===== config.mk =====
export PLATFORM = sky130hd
export DESIGN_NAME = serial_sub_ctrl_flat
export DESIGN_NICKNAME = d
export VERILOG_FILES = /design/src/rtl/serial_sub_if.sv /design/src/rtl/serial_sub_ctrl.sv /design/src/flat_wrapper.sv
export SDC_FILE = /design/constraint.sdc
export NUM_CORES = 1
export LEC_CHECK = 0
export BUFFER_PORTS_ARGS = -buffer_cell sky130_fd_sc_hd__buf_2
export CELL_PAD_IN_SITES_DETAIL_PLACEMENT = 0
export CELL_PAD_IN_SITES_GLOBAL_PLACEMENT = 1
export CORE_AREA = 2 2 70 72
export CTS_CLUSTER_SIZE = 24
export DETAILED_ROUTE_END_ITERATION = 8
export DIE_AREA = 0 0 72 74
export PLACE_DENSITY_LB_ADDON = 0.2
export SYNTH_ARGS = -nofsm -noshare
export SYNTH_HDL_FRONTEND = slang
export SYNTH_SLANG_ARGS = --single-unit

===== constraint.sdc =====
create_clock -name clk -period 1.4 [get_ports clk]
set_input_delay 0.21 -clock clk [delete_from_list [all_inputs] [get_ports clk]]
set_output_delay 0.21 -clock clk [all_outputs]
set_load 0.05 [all_outputs]

===== src/rtl/serial_sub_if.sv =====
// Request/result bundle for the bit-serial subtractor controller.
// SERIAL_SUB_ZERO_FLAG_EN adds the zero_out result flag.
interface serial_sub_if #(
   parameter int unsigned WIDTH = 8
);
   logic             start;
   logic [WIDTH-1:0] a_in;
   logic [WIDTH-1:0] b_in;
   logic             bin_in;
   logic             ready;
   logic             busy;
   logic             done;
   logic [WIDTH-1:0] diff_out;
   logic             borrow_out;
`ifdef SERIAL_SUB_ZERO_FLAG_EN
   logic             zero_out;
`endif

   modport master (
      output start, a_in, b_in, bin_in,
`ifdef SERIAL_SUB_ZERO_FLAG_EN
      input  zero_out,
`endif
      input  ready, busy, done, diff_out, borrow_out
   );

   modport slave (
      input  start, a_in, b_in, bin_in,
`ifdef SERIAL_SUB_ZERO_FLAG_EN
      output zero_out,
`endif
      output ready, busy, done, diff_out, borrow_out
   );
endinterface


===== src/rtl/serial_sub_ctrl.sv =====
// Bit-serial A - B - bin subtractor: one full-subtractor cell reused LSB first.
// Optional SERIAL_SUB_ZERO_FLAG_EN adds a registered zero_out result flag.
module serial_sub_ctrl #(
   parameter int unsigned WIDTH = 8
) (
   input  logic        clk,
   input  logic        rst_n,
   serial_sub_if.slave bus
);
   localparam int unsigned CW = (WIDTH > 1) ? $clog2(WIDTH) : 1;

   typedef enum logic [1:0] {IDLE, RUN, DONE} state_t;

   state_t           state;
   logic [WIDTH-1:0] a_sh;
   logic [WIDTH-1:0] b_sh;
   logic [WIDTH-1:0] r_sh;
   logic [WIDTH-1:0] diff_q;
   logic [CW-1:0]    cnt;
   logic             br;
   logic             borrow_q;
   logic             ready_q;
   logic             busy_q;
   logic             done_q;
`ifdef SERIAL_SUB_ZERO_FLAG_EN
   logic             nz;
   logic             zero_q;
`endif

   // Full-subtractor cell on the current LSBs, and the result with d shifted in.
   logic             d_c;
   logic             bnext_c;
   logic [WIDTH-1:0] r_next_c;

   assign d_c      = a_sh[0] ^ b_sh[0] ^ br;
   assign bnext_c  = (~a_sh[0] & b_sh[0]) | (~(a_sh[0] ^ b_sh[0]) & br);
   assign r_next_c = (r_sh >> 1) | (WIDTH'(d_c) << (WIDTH - 1));

   always_ff @(posedge clk or negedge rst_n) begin
      if (!rst_n) begin
         state    <= IDLE;
         a_sh     <= '0;
         b_sh     <= '0;
         r_sh     <= '0;
         diff_q   <= '0;
         cnt      <= '0;
         br       <= 1'b0;
         borrow_q <= 1'b0;
         ready_q  <= 1'b1;
         busy_q   <= 1'b0;
         done_q   <= 1'b0;
`ifdef SERIAL_SUB_ZERO_FLAG_EN
         nz       <= 1'b0;
         zero_q   <= 1'b0;
`endif
      end else begin
         case (state)
            IDLE: begin
               if (bus.start) begin
                  a_sh    <= bus.a_in;
                  b_sh    <= bus.b_in;
                  br      <= bus.bin_in;
                  r_sh    <= '0;
                  cnt     <= '0;
`ifdef SERIAL_SUB_ZERO_FLAG_EN
                  nz      <= 1'b0;
`endif
                  state   <= RUN;
                  ready_q <= 1'b0;
                  busy_q  <= 1'b1;
               end
            end
            RUN: begin
               a_sh <= a_sh >> 1;
               b_sh <= b_sh >> 1;
               r_sh <= r_next_c;
               br   <= bnext_c;
               cnt  <= cnt + CW'(1);
`ifdef SERIAL_SUB_ZERO_FLAG_EN
               nz   <= nz | d_c;
`endif
               // Last bit: publish the result and the final borrow.
               if (cnt == CW'(WIDTH - 1)) begin
                  diff_q   <= r_next_c;
                  borrow_q <= bnext_c;
`ifdef SERIAL_SUB_ZERO_FLAG_EN
                  zero_q   <= ~(nz | d_c);
`endif
                  state    <= DONE;
                  busy_q   <= 1'b0;
                  done_q   <= 1'b1;
               end
            end
            DONE: begin
               state   <= IDLE;
               done_q  <= 1'b0;
               ready_q <= 1'b1;
            end
            default: begin
               state   <= IDLE;
               ready_q <= 1'b1;
               busy_q  <= 1'b0;
               done_q  <= 1'b0;
            end
         endcase
      end
   end

   assign bus.ready      = ready_q;
   assign bus.busy       = busy_q;
   assign bus.done       = done_q;
   assign bus.diff_out   = diff_q;
   assign bus.borrow_out = borrow_q;
`ifdef SERIAL_SUB_ZERO_FLAG_EN
   assign bus.zero_out   = zero_q;
`endif
endmodule


===== src/flat_wrapper.sv =====
// flat-port wrapper written by rule: the top's interface ports become plain ports
module serial_sub_ctrl_flat 
#(
   parameter int unsigned WIDTH = 8
)
  (clk, rst_n, bus_start, bus_a_in, bus_b_in, bus_bin_in, bus_ready, bus_busy, bus_done, bus_diff_out, bus_borrow_out);
  serial_sub_if #(.WIDTH(WIDTH)) bus_i ();
  input  logic clk;
  input  logic rst_n;
  input wire logic [$bits(bus_i.start)-1:0] bus_start;
  input wire logic [$bits(bus_i.a_in)-1:0] bus_a_in;
  input wire logic [$bits(bus_i.b_in)-1:0] bus_b_in;
  input wire logic [$bits(bus_i.bin_in)-1:0] bus_bin_in;
  output wire logic [$bits(bus_i.ready)-1:0] bus_ready;
  output wire logic [$bits(bus_i.busy)-1:0] bus_busy;
  output wire logic [$bits(bus_i.done)-1:0] bus_done;
  output wire logic [$bits(bus_i.diff_out)-1:0] bus_diff_out;
  output wire logic [$bits(bus_i.borrow_out)-1:0] bus_borrow_out;
  assign bus_i.start = bus_start;
  assign bus_i.a_in = bus_a_in;
  assign bus_i.b_in = bus_b_in;
  assign bus_i.bin_in = bus_bin_in;
  assign bus_ready = bus_i.ready;
  assign bus_busy = bus_i.busy;
  assign bus_done = bus_i.done;
  assign bus_diff_out = bus_i.diff_out;
  assign bus_borrow_out = bus_i.borrow_out;
  serial_sub_ctrl #(.WIDTH(WIDTH)) u_core (.clk(clk), .rst_n(rst_n), .bus(bus_i));
endmodule

======== Word level (Yosys, flattened, before mapping) ========
Cells that the tools add are included.
cells by class
  equality and inequality tests ........... 5
  bitwise logic cells ..................... 11
  add/subtract/negate cells ............... 1
  reductions and logical operators ........ 8
  muxes and demuxes ....................... 20
operators by type and width
  kind                 number
  $pmux 8 s2           3
  $mux 8               3
  $reduce_and 2->1     5
  $or 7x8->8           1
  $pmux 1 s2           3
  $pmux 3 s2           1
  $mux 1               5
  $not 1->1            5
  $mux 2               2
  $pmux 2 s2           1
  $add 3x1->3 const B  1
  $eq 3x3->1 const B   1
  $mux 3               1
  $pmux 1 s3           1
  $reduce_and 3->1     1
  $and 1x1->1          2
  $eq 2x1->1 const B   1
  $eq 2x2->1 const B   1
  $logic_not 2->1      1
  $ne 2x1->1 const B   1
  $ne 2x2->1 const B   1
  $reduce_bool 2->1    1
  $xor 1x1->1          2
  $or 1x1->1           1
storage, ports and cells
  register bits after elaboration ......... 42
  word-level logic and storage cells ...... 56
  output and inout port bits .............. 12

======== Depth between registers and ports, before layout ========
  depth in word-level cells ............... 5
  mapped depth ............................ 6
  mapped depth without buffers ............ 5

======== Least setup slack after synthesis ========
Ideal clock, no wire load.
  path type ............................... register -> register
  start ................................... register u_core.cnt[0]
  end ..................................... register u_core.diff_q[2], in the netlist u_core.bus.diff_out[2]
  path buffers ............................ 1
  clock period less this slack ............ 1.449 ns
  stages on the path, launching flop included .. 6
  setup slack ............................. -0.049 ns
  data arrival time ....................... 1.324 ns
  cell sequence ........................... dfrtp_1 > ha_1 > ha_1 > nand3b_4 > buf_6 > mux2_2
on the way
  longest elaborated chain between the ends .. 2
ends and longest elaborated chain
  item                               RTL line               RTL
  start, declared                    serial_sub_ctrl.sv:19  logic [CW-1:0] cnt;
  start signal, assigned             serial_sub_ctrl.sv:78  cnt <= cnt + CW'(1);
  $eq 3x3->1                         serial_sub_ctrl.sv:83  if (cnt == CW'(WIDTH - 1)) begin
  $reduce_and 2->1 (no source line)  n/a
  end signal, assigned               serial_sub_ctrl.sv:84  diff_q <= r_next_c;
  end, declared                      serial_sub_ctrl.sv:18  logic [WIDTH-1:0] diff_q;
Every way passes these cells.
A chain may end at the register's enable or synchronous reset.

======== Worst setup path after layout ========
  start ................................... register u_core.cnt[1]
  end ..................................... register u_core.diff_q[7], in the netlist u_core.bus.diff_out[7]
The elaborated chain is that of the path after synthesis.

==> results by group <==
Route
  – Vias: approximately 1200
  – Drt pass-1 iters: 4
  – DRT Wirelength: 3700 µm
  – ANT nets after route: 0
  – 1st-iter DRT viols: 60
  – Wire length per cell: approximately 16 µm
  – Number of remaining DRC errors: 0
  – Vias per cell: 5.18

Pwr
  – Sequential share of power: 40.8%
  – Logic pwr share: 44.0%
  – Clk pwr share: between 10% and 20%
  – Sw frac: 39.9%
  – Switching power: 0.00206 W
  – Peak supply drop: 0.685 mV
  – Internal power: slightly above 0.003 W
  – Pwr Total: 0.00516 W
  – Leak pwr: 1.02 nW
  – Power Dens Cells: 2410 nW/µm²

Synthesis
  – Register area share after synthesis: approximately 59%
  – Number of synthesis warnings: 0
  – Simple-gate share of the synthesized area: under 10%
  – XOR/XNOR share of the synthesized area: 0%
  – Adder-Cell Fraction of Synth Area: 2.58%
  – Fraction of the mapped netlist area in compound gates: 19.2%
  – Avg Cell Area, Syn: 12.7 µm²
  – Ys async rst share: 100%
  – Largest family of logic cells by synthesized area: compound AO/OA/AOI/OAI gates
  – Post-synth EDFFs: 0
  – Post-synth net total: 160
  – Register bit total from synthesis: 41
  – Library cells used by synthesis: 30
  – Post-synthesis mux area share: under 10%
  – Commonest register cell after synthesis: dfrtp_1
  – Cell Area, Synth: between 1500 and 2000 µm²
  – Cells after Synth: 137

Worst hold path
  – Hold path depth: 3
  – Hold Crit Class: in -> reg
  – Worst Hold End: u_core.b_sh[7]
  – Worst hold path startpoint: bus_b_in[7]

Die
  – Rows: 25
  – Die Y: 74 µm
  – Initial Util: 37.9%
  – Chip width: 72 µm
  – Core area: 4600 µm²
  – Ports: 32
  – Total die area: roughly 5300 µm²

Clock network
  – CTS Root Cell: clkbuf_8
  – Htree depth: 2
  – TritonCTS buffer count: 5
  – # clock sinks: 41
  – Worst-Skew Late Latency: 0.29 ns
  – CTS tree: done
  – Clk slew on worst S/H paths: 0.08 ns
  – Clock tree buffer depth: 2

Global route
  – First-pass GRT wire length: 6380 µm
  – Largest net degree at the start of global routing: 42
  – Initial antenna violation count: 0
  – GRT Overall Usage: 15.8%
  – Number of global-route vias before repair: roughly 1300
  – Gr ovfl total: 0

Cells and area
  – Nets: 202
  – Share of layout cells above drive strength 1: between 30 and 40%
  – Area Overhead vs Synth: 22.8%
  – Commonest non-fill, non-tap cell in the layout: dfrtp_1
  – Fillers: 426
  – Ant diodes: 0
  – Commonest non-fill, non-tap cells in the layout: dfrtp_1 (39), buf_2 (31), nor2_1 (10)

Setup path
  – Crit path launch type: flop
  – WP data required: 1.57 ns
  – R2R Setup Slk: 0.02 ns
  – Max FO, Critical Path: 5
  – CP Capture Type: flop
  – Crit path depth: 4
  – Slowest CP cell: dfrtp_1
  – Setup Crit Path Kind: reg -> reg
  – Crit path largest cell delay: 0.39 ns
  – Top delay family on crit path: adder cells
  – Buf+Inv Stages, Crit Path: 0
  – Reg2Reg Launch Point: u_core.cnt[1]
  – RR Endpoint: u_core.bus.diff_out[7]
  – Worst reg-to-reg path cell count: 4
  – CP arrival: 1.55 ns
  – Crit path cell chain: ha_2, ha_4, nand3b_4, mux2_2

Place
  – Placer Congestion: 0.683
  – Hpwl dp: 2450 µm
  – Place WS: -0.0316 ns
  – PortBufs: 31

Flow run
  – Max Cap Viol: 0

STA
  – Min Tclk post-route: 1.38 ns
  – Endpoints failing hold: 0
  – Final hold slack: roughly 0.18 ns
  – Final TNS setup: 0 ns
  – Final setup margin: 0.0220 ns
  – FMAX: 0.726 GHz
  – RSZ-0062 raised after global routing: true
  – Setup-failing EPs final: 0
  – Clk_skew: 0.00715 ns
  – Post-route clock period utilization: 98.4%
  – Final Max Slew Viols: 0
  – Slew margin rel.: 76.5%
  – Worst-Margin Slew: approximately 0.35 ns

Status
  – Status: complete, no violations
## worst max path at each step
stage	startpoint	endpoint	slack, ns
5_1_grt	u_core.cnt[0]	u_core.bus.diff_out[7]	-0.03
3_5_place_dp	u_core.cnt[0]	u_core.bus.diff_out[7]	-0.03
3_3_place_gp	u_core.cnt[0]	u_core.bus.diff_out[7]	0.02
4_1_cts	u_core.cnt[0]	u_core.bus.diff_out[7]	0.01
6_report	u_core.cnt[1]	u_core.bus.diff_out[7]	0.02
2_1_floorplan	u_core.cnt[0]	u_core.bus.diff_out[2]	0.01
## flip-flops by register name (all words and copies together), names as in the netlist
name                   flops
u_core.a_sh                8
u_core.b_sh                8
u_core.bus.diff_out        8
u_core.r_sh                7
u_core.cnt                 3
u_core.state               2
u_core.br                  1
u_core.bus.borrow_out      1
u_core.bus.busy            1
u_core.bus.done            1
u_core.bus.ready           1
## cells in the mapped netlist, types with 2 or more instances
library cell | n | area share (%)
o221a_2 | 6 | 3.9
ha_1 | 2 | 1.4
dfrtp_1 | 40 | 57
nand3b_1 | 6 | 2.6
buf_6 | 3 | 1.9
a21oi_1 | 9 | 2.6
inv_1 | 5 | 1.1
buf_2 | 2 | 0.57
mux2_2 | 7 | 4.5
o21ai_0 | 4 | 1.1
buf_4 | 3 | 1.3
nor2_1 | 10 | 2.2
nand2_1 | 7 | 1.5
a22o_1 | 9 | 4.5
o22ai_1 | 8 | 2.9
nor2b_1 | 2 | 0.72
## timing repair
item                                    CTS  global route
gates resized for setup                   3             4
hold buffers                              1             0
gates cloned                              1             0
buffers inserted                          1             1
pin swaps                                 0             1
endpoints found under the setup margin    9             8
hold endpoints to repair                 40             0
## power by group through the flow
stage                     Clock (W)  Combinational, W  Sequential, W
after floorplan                   0           0.00121        0.00254
after global placement            0           0.00214        0.00209
after detailed placement          0           0.00217        0.00210
after CTS                  0.000820           0.00224        0.00210
after global routing       0.000867           0.00248        0.00219
final                      0.000786           0.00227        0.00210
## routing by layer
metal / up-vias / GRT usage (%) / wire (µm)
li1: 589 / - / -
met3: 4 / 3.66 / 137
met1: 596 / 20.4 / 1710
met2: 24 / 26.1 / 1800
met5: - / 0 / 0
met4: 0 / 6.29 / 51
## worst register-to-register path: stages, from the launching register on
cell and delay (ns):
dfrtp_1 0.39, ha_2 0.21, ha_4 0.19, nand3b_4 0.13
mux2_2 0.35
## area by class of cell
type                            count  area (µm²)  area share [%]
Timing Repair Buffer               42         253            11.8
Sequential cell                    41        1030            48.1
Clock buffer                        8        90.1            4.21
Inverter                            6        22.5            1.05
Multi-Input combinational cell     83         678            31.7
Tap cell                           54        67.6            3.16
## cells by family (layout without fill, tap and decap cells)
family / Yosys count / after routing
buffers and inverters: 14 / 56
DFF: 41 / 41
and+or+nand+nor: 28 / 29
adders and majority gates: 3 / 3
muxes: 8 / 8
AOI/OAI and AO/OA: 43 / 43
## stage by stage
step | area [µm²] | cells | utilization, %
floorplan | 1750 | 137 | -
global placement | 1980 | 222 | 43.0
detailed placement | 1980 | 222 | 43.0
CTS | 2120 | 233 | 46.0
global route | 2140 | 234 | 46.5
finish | 2140 | 234 | 46.5
Power figures use the tool's default switching activity.
